`src/rtl/sobel_pkg.sv`:
```
`default_nettype none
// ---------------------------------------------------------------------------
// sobel_pkg : shared types for the Sobel frame sequencer.  Rev 1.0
// ---------------------------------------------------------------------------
package sobel_pkg;

  localparam int unsigned PKG_DATA_WIDTH = 8;

  typedef enum logic [2:0] {
    IDLE  = 3'd0,
    RUN   = 3'd1,
    FLUSH = 3'd2,
    DRAIN = 3'd3,
    DONE  = 3'd4
  } frame_state_t;

  typedef logic [3*PKG_DATA_WIDTH-1:0] pixel_t;

  function automatic int cnt_width(input int unsigned max_count);
    return (max_count < 2) ? 1 : $clog2(max_count);
  endfunction

endpackage
`default_nettype wire

```
`src/rtl/sobel_frame_ctrl.sv`:
```
`default_nettype none
// ---------------------------------------------------------------------------
// sobel_frame_ctrl : feeds image_processor one frame, primes/flushes its
// line buffers and emits exactly WIDTH*HEIGHT results.  Rev 1.0
// ---------------------------------------------------------------------------
module sobel_frame_ctrl
  import sobel_pkg::*;
#(
  parameter int WIDTH      = 100,
  parameter int HEIGHT     = 100,
  parameter int DATA_WIDTH = 8,
  parameter int FILL_LAT   = WIDTH + 2
) (
  input  logic                    clk,
  input  logic                    rst,
  input  logic                    start,
  input  logic                    abort,
  output logic                    busy,
  output logic                    done,
  input  logic                    s_valid,
  output logic                    s_ready,
  input  logic [3*DATA_WIDTH-1:0] s_data,
  output logic                    proc_shift_en,
  output logic [3*DATA_WIDTH-1:0] proc_data_in,
  input  logic [3*DATA_WIDTH-1:0] proc_out_pixel,
  output logic                    m_valid,
  input  logic                    m_ready,
  output logic [3*DATA_WIDTH-1:0] m_data,
  output logic                    m_last
);

  localparam int N  = WIDTH * HEIGHT;
  localparam int CW = cnt_width(N + FILL_LAT + 1);

  localparam logic [CW-1:0] LAST_IDX   = CW'(N - 1);
  localparam logic [CW-1:0] FILL_LAT_C = CW'(FILL_LAT);
  localparam logic [CW-1:0] FLUSH_LAST = CW'((FILL_LAT >= 2) ? (FILL_LAT - 2) : 0);
  // With a single-stage pipeline there is nothing to flush.
  localparam frame_state_t  AFTER_RUN  = (FILL_LAT == 1) ? DRAIN : FLUSH;

  frame_state_t  state_q, state_d;
  logic [CW-1:0] in_cnt_q, in_cnt_d;
  logic [CW-1:0] flush_cnt_q, flush_cnt_d;
  logic [CW-1:0] shift_cnt_q, shift_cnt_d;
  logic [CW-1:0] out_cnt_q, out_cnt_d;
  logic          pend_q, pend_d;

  logic can_shift, src_ok, shift, in_hs, m_hs;

  always_comb begin
    can_shift = !pend_q || m_ready;
    src_ok    = (state_q == RUN && s_valid) || (state_q == FLUSH);
    shift     = src_ok && can_shift;
    in_hs     = (state_q == RUN) && s_valid && can_shift;
    m_hs      = pend_q && m_ready;

    state_d     = state_q;
    in_cnt_d    = in_hs ? in_cnt_q + 1'b1 : in_cnt_q;
    shift_cnt_d = shift ? shift_cnt_q + 1'b1 : shift_cnt_q;
    out_cnt_d   = m_hs ? out_cnt_q + 1'b1 : out_cnt_q;
    flush_cnt_d = (state_q == FLUSH && shift) ? flush_cnt_q + 1'b1 : flush_cnt_q;

    // A shift past the fill latency loads a fresh result, even while handing one off.
    if (shift && shift_cnt_d >= FILL_LAT_C) begin
      pend_d = 1'b1;
    end else if (m_hs) begin
      pend_d = 1'b0;
    end else begin
      pend_d = pend_q;
    end

    case (state_q)
      IDLE: begin
        if (start) begin
          state_d = RUN;
        end
        in_cnt_d    = '0;
        flush_cnt_d = '0;
        shift_cnt_d = '0;
        out_cnt_d   = '0;
        pend_d      = 1'b0;
      end
      RUN: begin
        if (in_hs && in_cnt_q == LAST_IDX) begin
          state_d = AFTER_RUN;
        end
      end
      FLUSH: begin
        if (shift && flush_cnt_q == FLUSH_LAST) begin
          state_d = DRAIN;
        end
      end
      DRAIN: begin
        if (m_hs && out_cnt_q == LAST_IDX) begin
          state_d = DONE;
        end
      end
      DONE: begin
        state_d = IDLE;
      end
      default: begin
        state_d = IDLE;
      end
    endcase

    if (abort) begin
      state_d     = IDLE;
      in_cnt_d    = '0;
      flush_cnt_d = '0;
      shift_cnt_d = '0;
      out_cnt_d   = '0;
      pend_d      = 1'b0;
    end
  end

  always_ff @(posedge clk or posedge rst) begin
    if (rst) begin
      state_q     <= IDLE;
      in_cnt_q    <= '0;
      flush_cnt_q <= '0;
      shift_cnt_q <= '0;
      out_cnt_q   <= '0;
      pend_q      <= 1'b0;
    end else begin
      state_q     <= state_d;
      in_cnt_q    <= in_cnt_d;
      flush_cnt_q <= flush_cnt_d;
      shift_cnt_q <= shift_cnt_d;
      out_cnt_q   <= out_cnt_d;
      pend_q      <= pend_d;
    end
  end

  assign busy          = (state_q != IDLE);
  assign done          = (state_q == DONE);
  assign s_ready       = (state_q == RUN) && can_shift;
  assign proc_shift_en = shift;
  assign proc_data_in  = (state_q == RUN) ? s_data : '0;
  assign m_valid       = pend_q;
  assign m_data        = proc_out_pixel;
  assign m_last        = pend_q && (out_cnt_q == LAST_IDX);

endmodule
`default_nettype wire

```
`config.mk`:
```
export PLATFORM = sky130hd
export DESIGN_NAME = sobel_frame_ctrl
export DESIGN_NICKNAME = d
export VERILOG_FILES = /design/src/rtl/sobel_pkg.sv /design/src/rtl/sobel_frame_ctrl.sv
export SDC_FILE = /design/constraint.sdc
export NUM_CORES = 1
export LEC_CHECK = 0
export CAP_MARGIN = 25
export CORE_MARGIN = 5
export CORE_UTILIZATION = 32
export CTS_BUF_LIST = sky130_fd_sc_hd__clkbuf_4
export CTS_CLUSTER_DIAMETER = 30
export DETAILED_ROUTE_END_ITERATION = 10
export GPL_TIMING_DRIVEN = 0
export PLACE_DENSITY = 0.66
export SLEW_MARGIN = 20
export SYNTH_ARGS = -nofsm -noshare
export SYNTH_HDL_FRONTEND = slang
export SYNTH_SLANG_ARGS = --single-unit
export TNS_END_PERCENT = 10
```
`constraint.sdc`:
```
create_clock -name clk -period 2.1 [get_ports clk]
set_input_delay 0.525 -clock clk [delete_from_list [all_inputs] [get_ports clk]]
set_output_delay 0.525 -clock clk [all_outputs]
set_load 0.05 [all_outputs]
```
==> results.cfg <==
[logic_synthesis]
ys_ff_latch = 60
synth_top_family_by_area = simple AND/OR/NAND/NOR gates
synth_xor_area_share_pct = 11.0
synth_edf_count = 0
avgSynthCellArea_um2 = 8.76
ys_async_sr_fraction_pct = 100
synth.area.mux_share_pct = 0.856
synth_compound_area_share_pct = 7.36
netlist_area_mm2 = 0.00365
synth_nets = 476
synthTopCellsByArea = dfrtp_1 41%, xor2_1 6.9%, nor2_1 6.2%
syn_inst = 417
synth_top_area_share_pct = 41.1
synth.distinct_cells = 51
seq_area_frac_synth_pct = 41.1
yosysTopAreaCell = dfrtp_1
synthSimpleGateAreaFrac_pct = 30.0
synth_flop_cell = dfrtp_1
yosysWarnings = 0
synth_adder_area_share_pct = 1.71

[global_routing]
grt_antenna_before_repair = 0
grt_pass1_wl_mm = 14.8
grt_pass1_vias = 3317
track_usage_pct = 13.4
grt_overflow = 0
grt_max_degree = 41

[timing]
worst_slew_pin_slew_ns = 0.507
timing.fmax_mhz = 438
slew_viol_final = 0
skew_ns = 0.00969
setup_viol = 31
whs_ns = 0.413
rsz0062_at_grt = yes
postLayoutSetupSlackWorst_ns = -0.183
period_needed_ns = 2.28
final.period_utilization_pct = 109
max-slew-margin-rel_pct = 66.1
hold_violations = 0

[power]
p_sw_share_pct = 41.0
p_leak_nw = 2.16
p_seq_share_pct = 27.5
peakVddDrop_mv = 0.495
pwr-share-comb_pct = 52.0
clockPowerShare_pct = 20.5
intPower_mw = 2.64
power_density_mw_per_mm2 = 866
p_sw_mw = 1.83

[clocking]
clk_latency_ns = 0.40
clk_path_buf_depth = 2
ctsHoldBuffers = 0
cts_made_buffers = 9
root_buffer = clkbuf_4
cts_tree = yes
cts_sinks = 60
clkTransAtPathRegs_ns = 0.11
ctsHtreeMaxLevel = 3

[floorplanning]
dieWidth_um = 117
coreArea_mm2 = 0.0113
chipHeight_um = 117
start_util_pct = 32.3
io_pins = 108
rows = 39
die_area_mm2 = 0.0137

[worst_setup_path]
reg2reg_depth = 8
cpMaxStageDelayCell = dfrtp_2
critPathKind = reg2out
cp_slowest_stage_delay_ns = 0.44
crit_fanout = 5
critPathLaunchType = register
rrSetupSlack_ns = -0.04
timing.rr.end = in_cnt_q[12]$_DFFE_PP0P_
cp_cell_sequence = buf_4 -> or3_1 -> clkbuf_1 -> buf_2
endpoint_kind = output port
crit_arrival_ns = 1.76
cp.required_ns = 1.57
setup.worst_path.start = state_q[0]$_DFFE_PP0P_
critical_path.reg2reg.startpoint = state_q[1]$_DFFE_PP0P_

[finish]
fill_cells = 1088
area_growth_pct = 41.3
diodes = 0
drive_gt1_share_pct = 25.6
fin_nets = 581
final_util_pct = 45.6

[outcome]
violations = setup timing
outcome = finished, violations left

[route]
drt_wl_total_mm = 9.16
ant_nets = 0
drtPass1Iterations = 4
via_per_inst = 4.89
drcViolationCount = 0
wl_per_cell_um = 13.7
vias = 3274
drt-initial-drc-count = 87

[flow_run]
drv_cap = 0

[placement]
port_buffers = 83
gp_congestion = 0.811
dp_hpwl_mm = 6.64

[hold_path]
worstHoldPathType = in2async
repair_timing:
| item | in CTS | in global routing |
|---|---|---|
| hold endpoints to repair | 0 | 0 |
| gates cloned | 1 | 0 |
| buffers inserted | 9 | 1 |
| resized for setup | 251 | 19 |
| pin swaps | 13 | 3 |
| setup endpoints to repair | 77 | 52 |
cells in the mapped netlist (all sizes together), types with 2 or more instances:
cell type	number
nor3	7
buf	30
and3	14
nand2	35
nor3b	2
a21oi	15
mux2i	2
nor4	5
or3	11
xor2	29
nand4	11
nand3	23
ha	5
nand2b	2
dfrtp	60
clkbuf	12
a211oi	3
inv	10
and2	28
a211o	3
nor2	61
nand3b	3
o21ai	9
a31oi	2
xnor2	17
worst max-delay path by stage:
| stage | cells after the start | slack [ns] | to |
|---|---|---|---|
| global placement | 6 | -1.04 | proc_shift_en |
| floorplan | 8 | -0.06 | m_valid$_DFFE_PP0P_ |
| global route | 6 | -0.27 | s_ready |
| finish | 4 | -0.18 | busy |
| detailed placement | 6 | -1.05 | proc_shift_en |
| CTS | 6 | -0.21 | m_last |
critical path: cells and delay by family (launching register included):
| kind | cells | cell delay, ns |
|---|---|---|
| flops | 1 | 0.44 |
| simple gates | 1 | 0.33 |
| buf+inv | 3 | 0.58 |
power groups by stage:
| stage | Combinational [mW] | Sequential, mW | Clock [mW] |
|---|---|---|---|
| 2_1_floorplan | 1.28 | 1.24 | 0 |
| 3_3_place_gp | 1.85 | 1.25 | 0 |
| 3_5_place_dp | 1.87 | 1.25 | 0 |
| 4_1_cts | 2.28 | 1.23 | 0.952 |
| 5_1_grt | 2.45 | 1.24 | 0.995 |
| 6_report | 2.32 | 1.23 | 0.916 |
layout make-up:
| cell class | instances | area [um2] | share of cell area, % |
|---|---|---|---|
| buffer | 41 | 289 | 5.60 |
| clock buffer | 10 | 75.1 | 1.45 |
| clock inverter | 6 | 78.8 | 1.53 |
| inverter | 10 | 42.5 | 0.824 |
| multi-input combinational | 305 | 1960 | 37.9 |
| sequential | 60 | 1510 | 29.1 |
| tap | 143 | 179 | 3.46 |
| timing repair buffer | 95 | 1040 | 20.1 |
metal layers:
metal	share of wire [%]	global-route usage (%)
met5	0	0
met4	1.1	3.52
met3	7.4	4.11
met2	49	23.4
met1	43	16.2
layout by cell type (no fill, tap or decap), types with 7 or more instances in the layout:
cell type,n
clkdlybuf4s50_1,51
nor3_1,7
clkbuf_4,10
nor2_1,60
inv_1,8
xor2_1,29
dfrtp_1,57
a21oi_1,15
buf_4,34
xnor2_1,17
buf_6,11
and2_1,7
nand4_1,10
nand3_1,21
and2_4,18
o21ai_0,9
buf_8,20
or3_1,10
nand2_1,34
and3_1,14
kinds of logic (layout without fill, tap and decap cells):
group,Yosys count,count (layout)
adder cells (fa/ha/maj),5,5
multiplexers,3,3
buffers and inverters,52,162
AND/OR/NAND/NOR,210,210
XOR/XNOR,46,46
AO/OA/AOI/OAI,41,41
flip-flops,60,60
sequential cells by signal, summed over array words and instances, names as in the netlist:
name and flops:
shift_cnt_q 14, out_cnt_q 14, flush_cnt_q 14, m_valid 1
state_q 3, in_cnt_q 14
stage by stage:
step | total power, mW | setup WS (ns) | cells | area, um2 | TNS (ns)
3_3_place_gp | 3.10 | -1.04 | 643 | 4670 | -92.52
4_1_cts | 4.45 | -0.210 | 669 | 5090 | -4.53
3_5_place_dp | 3.12 | -1.05 | 644 | 4690 | -34.16
6_report | 4.47 | -0.183 | 670 | 5160 | -4.22
5_1_grt | 4.68 | -0.269 | 670 | 5160 | -7.30
2_1_floorplan | 2.52 | -0.0619 | 417 | 3660 | -0.0619
Note: power is estimated with default switching activity, not from simulation.
